## src/rtl/spi_xfer_ctrl_if.sv

```systemverilog
// Signal bundle between the APB register block, the SPI transfer sequencer and the shift register.
// Optional SPI_MODF_EN adds the ss_fault_n input and the sticky modf flag.
interface spi_xfer_ctrl_if;
    logic       spe;
    logic       cpol;
    logic       cpha;
    logic [2:0] sppr;
    logic [2:0] spr;
    logic       start;
    logic       spif_clr;
    logic       send_data;
    logic       recieve_data;
    logic       ss;
    logic       sclk;
    logic       mosi_send_sclk;
    logic       miso_recieve_sclk;
    logic       mosi_send_sclk0;
    logic       miso_recieve_sclk0;
    logic       tip;
    logic       spif;
`ifdef SPI_MODF_EN
    logic       ss_fault_n;
    logic       modf;
`endif

    modport master (
        input  spe, cpol, cpha, sppr, spr, start, spif_clr,
        output send_data, recieve_data, ss, sclk,
               mosi_send_sclk, miso_recieve_sclk, mosi_send_sclk0, miso_recieve_sclk0,
               tip, spif
`ifdef SPI_MODF_EN
        , input ss_fault_n
        , output modf
`endif
    );

    modport slave (
        output spe, cpol, cpha, sppr, spr, start, spif_clr,
        input  send_data, recieve_data, ss, sclk,
               mosi_send_sclk, miso_recieve_sclk, mosi_send_sclk0, miso_recieve_sclk0,
               tip, spif
`ifdef SPI_MODF_EN
        , output ss_fault_n
        , input modf
`endif
    );
endinterface

```

## src/rtl/spi_xfer_ctrl.sv

```systemverilog
// SPI master transfer sequencer: SCLK generation, ss/load/capture pulses and per-edge shift strobes.
// Optional mode-fault detection is enabled with SPI_MODF_EN.
module spi_xfer_ctrl (
    input  logic             pclk,
    input  logic             preset,
    spi_xfer_ctrl_if.master  bus
);
    typedef enum logic [1:0] {IDLE, LOAD, ACTIVE, TAIL} state_e;

    state_e      state_q, state_d;
    logic [9:0]  cnt_q, cnt_d;
    logic [3:0]  eidx_q, eidx_d;
    logic        cpol_q, cpol_d;
    logic        cpha_q, cpha_d;
    logic [2:0]  sppr_q, sppr_d;
    logic [2:0]  spr_q, spr_d;
    logic        sclk_q, sclk_d;
    logic        spif_q, spif_d;

    logic [10:0] half;
    logic [9:0]  hmax;
    logic        fault;
    logic        ok;
    logic        busy;
    logic        tick;
    logic        send_stb;
    logic        samp_stb;

`ifdef SPI_MODF_EN
    logic modf_q, modf_d;

    assign fault = !bus.ss_fault_n;

    always_comb begin
        modf_d = modf_q;
        if (bus.spif_clr) modf_d = 1'b0;
        if (state_q != IDLE && fault) modf_d = 1'b1;
    end

    always_ff @(posedge pclk) begin
        if (preset) modf_q <= 1'b0;
        else        modf_q <= modf_d;
    end

    assign bus.modf = modf_q;
`else
    assign fault = 1'b0;
`endif

    always_comb begin
        half     = (11'(sppr_q) + 11'd1) << spr_q;
        hmax     = 10'(half - 11'd1);
        busy     = (state_q != IDLE);
        ok       = bus.spe && !fault && !preset;
        tick     = (state_q == ACTIVE) && (cnt_q == hmax);

        state_d  = state_q;
        cnt_d    = cnt_q;
        eidx_d   = eidx_q;
        cpol_d   = cpol_q;
        cpha_d   = cpha_q;
        sppr_d   = sppr_q;
        spr_d    = spr_q;
        sclk_d   = sclk_q;
        spif_d   = spif_q;
        send_stb = 1'b0;
        samp_stb = 1'b0;

        bus.send_data          = 1'b0;
        bus.recieve_data       = 1'b0;
        bus.mosi_send_sclk     = 1'b0;
        bus.miso_recieve_sclk  = 1'b0;
        bus.mosi_send_sclk0    = 1'b0;
        bus.miso_recieve_sclk0 = 1'b0;
        bus.ss                 = !busy;
        bus.tip                = busy;
        bus.sclk               = sclk_q;
        bus.spif               = spif_q;

        if (bus.spif_clr) spif_d = 1'b0;

        case (state_q)
            IDLE: begin
                sclk_d = bus.cpol;
                if (bus.start && bus.spe && !fault) begin
                    state_d = LOAD;
                    cpol_d  = bus.cpol;
                    cpha_d  = bus.cpha;
                    sppr_d  = bus.sppr;
                    spr_d   = bus.spr;
                end
            end
            LOAD: begin
                bus.send_data = ok;
                state_d       = ACTIVE;
                cnt_d         = '0;
                eidx_d        = '0;
            end
            ACTIVE: begin
                if (tick) begin
                    cnt_d  = '0;
                    eidx_d = eidx_q + 4'd1;
                    if (cpha_q) begin
                        if (eidx_q[0]) samp_stb = 1'b1;
                        else           send_stb = 1'b1;
                    end else begin
                        if (eidx_q[0]) send_stb = (eidx_q != 4'd15);
                        else           samp_stb = 1'b1;
                    end
                    if (eidx_q == 4'd15) state_d = TAIL;
                end else begin
                    cnt_d = cnt_q + 10'd1;
                end
                // cpha=0 shifts the first bit out as soon as the clock starts
                if (!cpha_q && eidx_q == 4'd0 && cnt_q == '0) send_stb = 1'b1;
            end
            TAIL: begin
                if (cnt_q == hmax) begin
                    bus.recieve_data = ok;
                    if (ok) spif_d = 1'b1;
                    state_d = IDLE;
                end else begin
                    cnt_d = cnt_q + 10'd1;
                end
            end
            default: state_d = IDLE;
        endcase

        // sclk is registered one cycle ahead so its edge lands in the tick cycle itself
        if ((state_q == LOAD || state_q == ACTIVE) && state_d == ACTIVE && cnt_d == hmax)
            sclk_d = ~sclk_q;

        if (busy && !ok) begin
            state_d  = IDLE;
            sclk_d   = bus.cpol;
            send_stb = 1'b0;
            samp_stb = 1'b0;
        end

        if (cpol_q == cpha_q) begin
            bus.mosi_send_sclk     = send_stb;
            bus.miso_recieve_sclk  = samp_stb;
        end else begin
            bus.mosi_send_sclk0    = send_stb;
            bus.miso_recieve_sclk0 = samp_stb;
        end
    end

    always_ff @(posedge pclk) begin
        if (preset) begin
            state_q <= IDLE;
            cnt_q   <= '0;
            eidx_q  <= '0;
            cpol_q  <= 1'b0;
            cpha_q  <= 1'b0;
            sppr_q  <= '0;
            spr_q   <= '0;
            sclk_q  <= 1'b0;
            spif_q  <= 1'b0;
        end else begin
            state_q <= state_d;
            cnt_q   <= cnt_d;
            eidx_q  <= eidx_d;
            cpol_q  <= cpol_d;
            cpha_q  <= cpha_d;
            sppr_q  <= sppr_d;
            spr_q   <= spr_d;
            sclk_q  <= sclk_d;
            spif_q  <= spif_d;
        end
    end
endmodule

```

## src/flat_wrapper.sv

```systemverilog
// flat-port wrapper written by rule: the top's interface ports become plain ports
module spi_xfer_ctrl_flat 
  (pclk, preset, bus_spe, bus_cpol, bus_cpha, bus_sppr, bus_spr, bus_start, bus_spif_clr, bus_send_data, bus_recieve_data, bus_ss, bus_sclk, bus_mosi_send_sclk, bus_miso_recieve_sclk, bus_mosi_send_sclk0, bus_miso_recieve_sclk0, bus_tip, bus_spif);
  spi_xfer_ctrl_if bus_i ();
  input  logic pclk;
  input  logic preset;
  input wire logic [$bits(bus_i.spe)-1:0] bus_spe;
  input wire logic [$bits(bus_i.cpol)-1:0] bus_cpol;
  input wire logic [$bits(bus_i.cpha)-1:0] bus_cpha;
  input wire logic [$bits(bus_i.sppr)-1:0] bus_sppr;
  input wire logic [$bits(bus_i.spr)-1:0] bus_spr;
  input wire logic [$bits(bus_i.start)-1:0] bus_start;
  input wire logic [$bits(bus_i.spif_clr)-1:0] bus_spif_clr;
  output wire logic [$bits(bus_i.send_data)-1:0] bus_send_data;
  output wire logic [$bits(bus_i.recieve_data)-1:0] bus_recieve_data;
  output wire logic [$bits(bus_i.ss)-1:0] bus_ss;
  output wire logic [$bits(bus_i.sclk)-1:0] bus_sclk;
  output wire logic [$bits(bus_i.mosi_send_sclk)-1:0] bus_mosi_send_sclk;
  output wire logic [$bits(bus_i.miso_recieve_sclk)-1:0] bus_miso_recieve_sclk;
  output wire logic [$bits(bus_i.mosi_send_sclk0)-1:0] bus_mosi_send_sclk0;
  output wire logic [$bits(bus_i.miso_recieve_sclk0)-1:0] bus_miso_recieve_sclk0;
  output wire logic [$bits(bus_i.tip)-1:0] bus_tip;
  output wire logic [$bits(bus_i.spif)-1:0] bus_spif;
  assign bus_i.spe = bus_spe;
  assign bus_i.cpol = bus_cpol;
  assign bus_i.cpha = bus_cpha;
  assign bus_i.sppr = bus_sppr;
  assign bus_i.spr = bus_spr;
  assign bus_i.start = bus_start;
  assign bus_i.spif_clr = bus_spif_clr;
  assign bus_send_data = bus_i.send_data;
  assign bus_recieve_data = bus_i.recieve_data;
  assign bus_ss = bus_i.ss;
  assign bus_sclk = bus_i.sclk;
  assign bus_mosi_send_sclk = bus_i.mosi_send_sclk;
  assign bus_miso_recieve_sclk = bus_i.miso_recieve_sclk;
  assign bus_mosi_send_sclk0 = bus_i.mosi_send_sclk0;
  assign bus_miso_recieve_sclk0 = bus_i.miso_recieve_sclk0;
  assign bus_tip = bus_i.tip;
  assign bus_spif = bus_i.spif;
  spi_xfer_ctrl u_core (.pclk(pclk), .preset(preset), .bus(bus_i));
endmodule
```

## config.mk

```make
export PLATFORM = sky130hd
export DESIGN_NAME = spi_xfer_ctrl_flat
export DESIGN_NICKNAME = d
export VERILOG_FILES = /design/src/rtl/spi_xfer_ctrl_if.sv /design/src/rtl/spi_xfer_ctrl.sv /design/src/flat_wrapper.sv
export SDC_FILE = /design/constraint.sdc
export NUM_CORES = 1
export LEC_CHECK = 0
export ABC_AREA = 1
export CAP_MARGIN = 10
export CORE_MARGIN = 4
export CORE_UTILIZATION = 59
export CTS_CLUSTER_DIAMETER = 30
export CTS_CLUSTER_SIZE = 25
export DETAILED_ROUTE_END_ITERATION = 16
export GPL_TIMING_DRIVEN = 0
export PLACE_DENSITY = 0.84
export SETUP_SLACK_MARGIN = 0.3
export SYNTH_ARGS = -nofsm -noshare
export SYNTH_HDL_FRONTEND = slang
export SYNTH_SLANG_ARGS = --single-unit
```

## constraint.sdc

```tcl
create_clock -name pclk -period 3.81 [get_ports pclk]
set_input_delay 0.381 -clock pclk [delete_from_list [all_inputs] [get_ports pclk]]
set_output_delay 0.381 -clock pclk [all_outputs]
set_load 0.01 [all_outputs]
```

==> summary.txt, run 1 <==
Status
  – Outcome: complete, no violations

Floorplanning
  – Die height: 76.77 um
  – IO Count: 23
  – Initial Utilization: 0.6236
  – Die W: 76.77 um
  – Die area: 5894 um^2
  – Rows: 24
  – Core area: 4474 um^2

Route
  – Drt via density: 5.777
  – Drt total wl: 8063 um
  – Routed via count: 3189
  – Post-DRT Antenna Nets: 0
  – DRT iter0 DRCs: 290
  – Post-detailed-route wirelength per cell: 14.61 um
  – DRT Pass-1 Iters: 5
  – DRC Markers: 0

GRT
  – Global-route wire length before repair: 13260 um
  – Vias in the first global route: 2909
  – Congestion Overflow GR: 0
  – Global-route usage over all layers: 0.2689
  – Largest net degree at the start of global routing: 16
  – Initial antenna violation count: 0

Place
  – Place WS: -0.2181 ns
  – Gpl congestion: 0.8993
  – Placed cells: 536
  – Final HPWL DP: 6051 um
  – # port buffers: 21
  – Placed Area: 3065 um^2

Yosys
  – Synth area leader: dfxtp_1
  – Mapped Cells: 463
  – Unique masters post-synth: 40
  – YS warnings: 0
  – Seq cells post-synth: 26
  – Mapped Area: 2790 um^2
  – Async SR Flop Fraction: 0
  – Sequential area share after synthesis: 0.1865
  – Post-synth EDFFs: 0
  – Syn Nets: 486
  – Top FF cell, synth: dfxtp_1
  – Share of the synthesized area in the top cell type: 0.1865
  – Mapped Avg Cell Area: 6.026 um^2
  – Count leader, synth: nand2_1
  – Top post-synthesis cells by area: dfxtp_1 19%, nand2_1 18%, nand3_1 10%
  – Synth cell count leaders: 136 x nand2_1, 58 x nand3_1, 50 x inv_1

Setup path
  – Critical Path RT: 3.99 ns
  – CP Class: flop to flop
  – Critical-path top delay cell: o21ai_2
  – Crit-path max FO: 6
  – CP dominant cell by count: nand2_1
  – Worst setup EP type: flop
  – Crit start category: flop
  – CP max stage delay: 0.39 ns
  – Worst EP arrival: 3.74 ns

Final layout
  – Design area: 3357 um^2
  – # diodes: 0
  – Share of layout cells above drive strength 1: 0.2080
  – Non-Filler Instances: 552
  – Final nets: 524
  – Area Overhead vs Synth: 20.31%

STA
  – Final hold vios: 0
  – Fin Clk Skew: 0.01088 ns
  – Normalized max-slew margin: 0.6490
  – Fmax: 0.2815 GHz
  – Final Setup Violations: 0
  – Min cycle time layout: 3.553 ns
  – Max Slew Vio Count: 0
  – Final worst setup slack: 0.2574 ns
  – Part of the cycle the worst path needs: 0.9324
  – RSZ-0062 raised after global routing: true
  – Worst Tran Pin Value: 0.5265 ns
  – Final hold slack: 0.3390 ns

Clocking
  – Clock-pin slew on the worst setup and hold paths: 0.10 ns
  – Clk Latency, worst-skew pair: 0.28 ns
  – Post-cts hold buffer count: 0
  – CTS sink cnt: 26
  – Root Buffer: clkbuf_8
  – CTS tree: done
  – Max Root-Sink Buffers: 2
  – CTS Buf Count: 3
  – CTS H-Tree Depth: 1

Power and ir drop
  – Peak supply drop: 0.3658 mV
  – Pwr dens: 538.2 nW/um^2
  – Leakage power: 1.560 nW

Run
  – # Max-Cap Violations: 0

Hold path
  – Hold crit path type: input pin to flop
[metal layers]
metal  GRT usage  up-vias  wire, um
met5           0        -         0
met4     0.07790        0       205
met3     0.01991       23       609
met2      0.4721      155      3910
met1      0.3505     1434      3337
li1            -     1577         -
[where the power goes]
part / leakage, nW / switching (mW) / internal, mW
Clock: 0.0357 / 0.0970 / 0.141
Combinational: 1.31 / 0.772 / 0.450
Sequential: 0.213 / 0.0452 / 0.302
[flip-flops by register name, indices dropped and copies added (netlist names)]
register	count
u_core.cpol_q	1
u_core.spr_q	3
u_core.bus.spif	1
u_core.cnt_q	10
u_core.cpha_q	1
u_core.eidx_q	4
u_core.sppr_q	3
u_core.bus.sclk	1
u_core.state_q	2
[cells in the final DEF, fill, tap and decap left out, types with 2 or more instances in the layout]
master           synthesis  routed
ha_1                    10       8
clkbuf_8                 0       3
nand3b_1                 4       4
inv_1                   50      50
nor4_1                   2       2
xnor2_1                  3       2
buf_2                    0       4
nor2_1                  46      44
dfxtp_1                 26      24
clkdlybuf4s50_1          0      16
nor3_1                   5       5
ha_4                     0       2
nand3_4                  3       5
nand2_2                 14      24
nand2_1                136     125
buf_4                    3      14
nor2_4                   7      11
inv_2                    6       6
nand4_1                 12      12
nand2_4                  4       5
o21ai_0                 12      12
nand3_2                  9      11
nand3_1                 58      54
clkbuf_1                 3       3
o21ai_2                  4       3
dfxtp_4                  0       2
xor2_1                   2       2
nor2_2                   5       3
buf_8                    0       2
a21oi_1                 22      22
[worst max-delay path, delay by kind of cell, from the launching register on]
| family | cells | cell delay [ns] |
|---|---|---|
| adders and majority gates | 1 | 0.17 |
| AOI/OAI and AO/OA | 2 | 0.72 |
| buffers and inverters | 5 | 0.40 |
| and+or+nand+nor | 20 | 1.77 |
| DFF | 1 | 0.37 |
[cells by family after synthesis]
family,Yosys count,share of synthesized area
AOI/OAI and AO/OA,46,0.09642
adders and majority gates,10,0.04484
xor gates and xnor gates,5,0.01570
buffers and inverters,68,0.1036
DFF,26,0.1865
and+or+nand+nor,308,0.5529
[per-stage QoR]
stage               setup TNS [ns]  utilization  power [mW]
CTS                              0       0.7178       1.661
detailed placement         -0.6652       0.6851       1.381
finish                           0       0.7503       1.807
floorplan                        0            -       1.153
global placement           -0.4010       0.6851       1.355
global route                     0       0.7503       1.948
[layout make-up]
type / count / area, um^2
Buffer: 9 / 63.81
Clock buffer: 3 / 41.29
Clock inverter: 1 / 30.03
Fill cell: 356 / 1117
Inverter: 59 / 229.0
Multi-Input combinational cell: 369 / 2113
Sequential cell: 26 / 528.0
Tap cell: 52 / 65.06
Timing Repair Buffer: 33 / 286.5
[final timing paths]
| check | start | to | slack, ns | cells past startpoint |
|---|---|---|---|---|
| worst max register to register | u_core.sppr_q[0] | u_core.bus.sclk | 0.26 | 28 |
| worst max-delay path | u_core.sppr_q[0] | u_core.bus.sclk | 0.26 | 28 |
| worst min-delay path | preset | u_core.cnt_q[2] | 0.34 | 2 |
| worst min register to register | u_core.bus.spif | u_core.bus.spif | 0.50 | 2 |
[timing repair]
action | in CTS | in global routing
pin swaps | 7 | 24
resized for setup | 28 | 24
setup buffers | 6 | 6
endpoints found under the setup margin | 6 | 6
No activity file was read; power rests on OpenSTA's default activity.
==> inputs of run 2 (changes only) <==
--- a/config.mk
+++ b/config.mk
@@ -8,13 +8,14 @@
 export ABC_AREA = 1
 export CAP_MARGIN = 10
 export CORE_MARGIN = 4
-export CORE_UTILIZATION = 59
+export CORE_UTILIZATION = 54
 export CTS_CLUSTER_DIAMETER = 30
 export CTS_CLUSTER_SIZE = 25
 export DETAILED_ROUTE_END_ITERATION = 16
 export GPL_TIMING_DRIVEN = 0
-export PLACE_DENSITY = 0.84
+export PLACE_DENSITY = 0.81
 export SETUP_SLACK_MARGIN = 0.3
 export SYNTH_ARGS = -nofsm -noshare
 export SYNTH_HDL_FRONTEND = slang
 export SYNTH_SLANG_ARGS = --single-unit
+export TNS_END_PERCENT = 30
==> constraint.sdc (replaced) <==
create_clock -name pclk -period 2.92 [get_ports pclk]
set_input_delay 0.292 -clock pclk [delete_from_list [all_inputs] [get_ports pclk]]
set_output_delay 0.292 -clock pclk [all_outputs]
set_load 0.01 [all_outputs]
==> run 2 against run 1 <==
Net effect: the run now ends with negative setup slack left; wire length increased by 6.2%; first-iteration DRC count up 6.9%; clock power is 30% higher; sequential share of layout area decreased by 1.0 points; non-clock buffer count is 10 higher; critical path depth did not move; sequential power increased by 31%; cell count rose by 4.5%; clock skew barely moved; fmax increased by 0.76%; largest cell class unchanged; largest power group unchanged.
==> summary.txt, run 2 (synthesized netlist as in run 1, its figures left out) <==
Floorplanning
  – Core area: 4848 um^2 (was 4474 um^2)
  – Die W: 79.88 um (was 76.77 um)
  – Die area: 6381 um^2 (was 5894 um^2)
  – Rows: 25 (was 24)
  – Initial Utilization: 0.5755 (was 0.6236)
  – IO Count: 23 (unchanged)
  – Die height: 79.88 um (was 76.77 um)

Route
  – Post-detailed-route wirelength per cell: 14.84 um (was 14.61 um)
  – Routed via count: 3304 (was 3189)
  – DRT Pass-1 Iters: 6 (was 5)
  – Drt via density: 5.726 (was 5.777)
  – Drt total wl: 8565 um (was 8063 um)
  – DRT iter0 DRCs: 310 (was 290)
  – Post-DRT Antenna Nets: 0 (unchanged)
  – DRC Markers: 0 (unchanged)

GRT
  – Congestion Overflow GR: 0 (unchanged)
  – Vias in the first global route: 3028 (was 2909)
  – Global-route usage over all layers: 0.2668 (was 0.2689)
  – Largest net degree at the start of global routing: 16 (unchanged)
  – Global-route wire length before repair: 13810 um (was 13260 um)
  – Initial antenna violation count: 0 (unchanged)

Hold path
  – Worst-case hold path end point: u_core.cnt_q[2] (unchanged)
  – Hold path cells: 2 (unchanged)
  – HP Start: preset (unchanged)
  – Hold crit path type: input pin to flop (unchanged)

Setup path
  – CP dominant cell by count: nand2_1 (unchanged)
  – CP max stage delay: 0.38 ns (was 0.39 ns)
  – Crit-path max FO: 8 (was 6)
  – FF-to-FF Start: u_core.sppr_q[0] (unchanged)
  – Worst EP arrival: 3.71 ns (was 3.74 ns)
  – Critical Path RT: 3.10 ns (was 3.99 ns)
  – Reg2reg setup slack: -0.61 ns (was 0.26 ns)
  – CP Class: flop to flop (unchanged)
  – Worst setup EP type: flop (unchanged)
  – Worst r2r path cells: 28 (unchanged)
  – FF-to-FF End: u_core.bus.sclk (unchanged)
  – Origin of the worst setup path: u_core.sppr_q[0] (unchanged)
  – Critical-path top delay cell: dfxtp_4 (was o21ai_2)
  – Crit start category: flop (unchanged)

Clocking
  – Clock-pin slew on the worst setup and hold paths: 0.10 ns (about the same)
  – CTS tree: done (unchanged)
  – Root Buffer: clkbuf_8 (unchanged)
  – Post-cts hold buffer count: 0 (unchanged)
  – Max Root-Sink Buffers: 2 (unchanged)
  – CTS sink cnt: 26 (unchanged)
  – Clk Latency, worst-skew pair: 0.28 ns (about the same)
  – CTS H-Tree Depth: 1 (unchanged)
  – CTS Buf Count: 3 (unchanged)

Power and ir drop
  – Switching pwr: 1.313 mW (was 0.9138 mW)
  – Leakage power: 1.628 nW (was 1.560 nW)
  – Cell-internal power: 1.373 mW (was 0.8930 mW)
  – Clock power share: 0.115 (was 0.132)
  – Seq pwr share: 0.169 (was 0.192)
  – Peak supply drop: 0.4542 mV (was 0.3658 mV)
  – Sw Ratio: 0.4888 (was 0.5058)
  – Pwr dens: 748.0 nW/um^2 (was 538.2 nW/um^2)
  – Logic pwr share: 0.716 (was 0.676)

Final layout
  – Most flops, register: u_core.cnt_q (unchanged)
  – Max FFs per register: 10 (unchanged)
  – Largest regs: u_core.cnt_q: 10 flops, u_core.eidx_q: 4 flops (unchanged)
  – Commonest cells after routing, fill and taps aside: 125 x nand2_1, 52 x nand3_1, 49 x inv_1 (was 125 x nand2_1, 54 x nand3_1, 50 x inv_1)
  – Final nets: 534 (was 524)
  – # diodes: 0 (unchanged)
  – Final core utilization: 0.7406 (was 0.7503)
  – Area Overhead vs Synth: 28.70% (was 20.31%)
  – Most common cell after layout, fill and taps aside: nand2_1 (unchanged)
  – Share of layout cells above drive strength 1: 0.2529 (was 0.2080)

STA
  – Max Slew Vio Count: 0 (unchanged)
  – RSZ-0062 raised after global routing: true (unchanged)
  – Final worst setup slack: -0.6057 ns (was 0.2574 ns)
  – Min cycle time layout: 3.526 ns (was 3.553 ns)
  – Part of the cycle the worst path needs: 1.207 (was 0.9324)
  – Final hold vios: 0 (unchanged)
  – Fin Setup TNS: -3.408 ns (was 0 ns)
  – Final Setup Violations: 11 (was 0)
  – Worst Tran Pin Value: 0.5644 ns (was 0.5265 ns)
  – Fmax: 0.2836 GHz (was 0.2815 GHz)
  – Fin Clk Skew: 0.01086 ns (was 0.01088 ns)
  – Normalized max-slew margin: 0.6238 (was 0.6490)

Place
  – Final HPWL DP: 5882 um (was 6051 um)
  – Gpl congestion: 0.9383 (was 0.8993)
  – # port buffers: 21 (unchanged)

Status
  – Outcome: complete, but fails checks (was complete, no violations)
  – Failing checks: negative setup slack

Run
  – # Max-Cap Violations: 0 (unchanged)
run 2: cell type report:
cell class,count,area [um^2]
Multi-Input combinational cell,369,2188
Fill cell,359,1257
Sequential cell,26,528.0
Timing Repair Buffer,43,426.7
Inverter,59,229.0
Tap cell,67,83.83
Buffer,9,63.81
Clock buffer,3,41.29
Clock inverter,1,30.03
run 2: critical path: cells and delay by family, from the launching register on:
| kind | cells | cell delay (ns) |
|---|---|---|
| simple gates | 19 | 1.83 |
| xor+xnor | 1 | 0.13 |
| fa+ha+maj | 2 | 0.51 |
| compound gates | 2 | 0.17 |
| buf+inv | 4 | 0.39 |
| flops | 1 | 0.38 |
run 2: power by group through the flow:
stage | Sequential [mW] | Combinational, mW | Clock, mW
2_1_floorplan | 0.448 | 1.11 | 0
3_3_place_gp | 0.460 | 1.37 | 0
3_5_place_dp | 0.462 | 1.40 | 0
4_1_cts | 0.451 | 1.64 | 0.316
5_1_grt | 0.459 | 2.07 | 0.327
6_report | 0.453 | 1.92 | 0.309
run 2: layer usage:
metal,vias up,share of wire,routed length [um],track usage
li1,1601,-,-,-
met1,1470,0.42,3578,0.3390
met2,177,0.46,3924,0.4586
met3,56,0.076,651,0.03499
met4,0,0.048,410,0.09291
met5,-,0,0,0
run 2: stage by stage:
stage               hold slack [ns]  std cells  total power [mW]  setup WS, ns  cell area [um^2]
floorplan                    0.4058        463             1.557      -0.09573              2863
global placement             0.4675        551             1.832       -0.7063              3157
detailed placement           0.4789        551             1.861       -0.7076              3157
CTS                          0.2304        572             2.403       -0.4712              3423
global route                 0.2342        577             2.857       -0.8020              3591
finish                       0.2383        577             2.686       -0.6057              3591
run 2: worst max-delay path by stage:
| stage | endpoint | depth (start not counted) |
|---|---|---|
| final | u_core.bus.sclk | 28 |
| after global routing | u_core.bus.sclk | 29 |
| after CTS | u_core.bus.sclk | 32 |
| after detailed placement | bus_mosi_send_sclk | 20 |
| after global placement | bus_mosi_send_sclk | 20 |
| after floorplan | u_core.bus.sclk | 27 |
run 2: repair_timing:
item | CTS | global route
gates resized for setup | 40 | 31
endpoints found under the setup margin | 21 | 23
pin swaps | 27 | 27
buffers inserted | 17 | 5
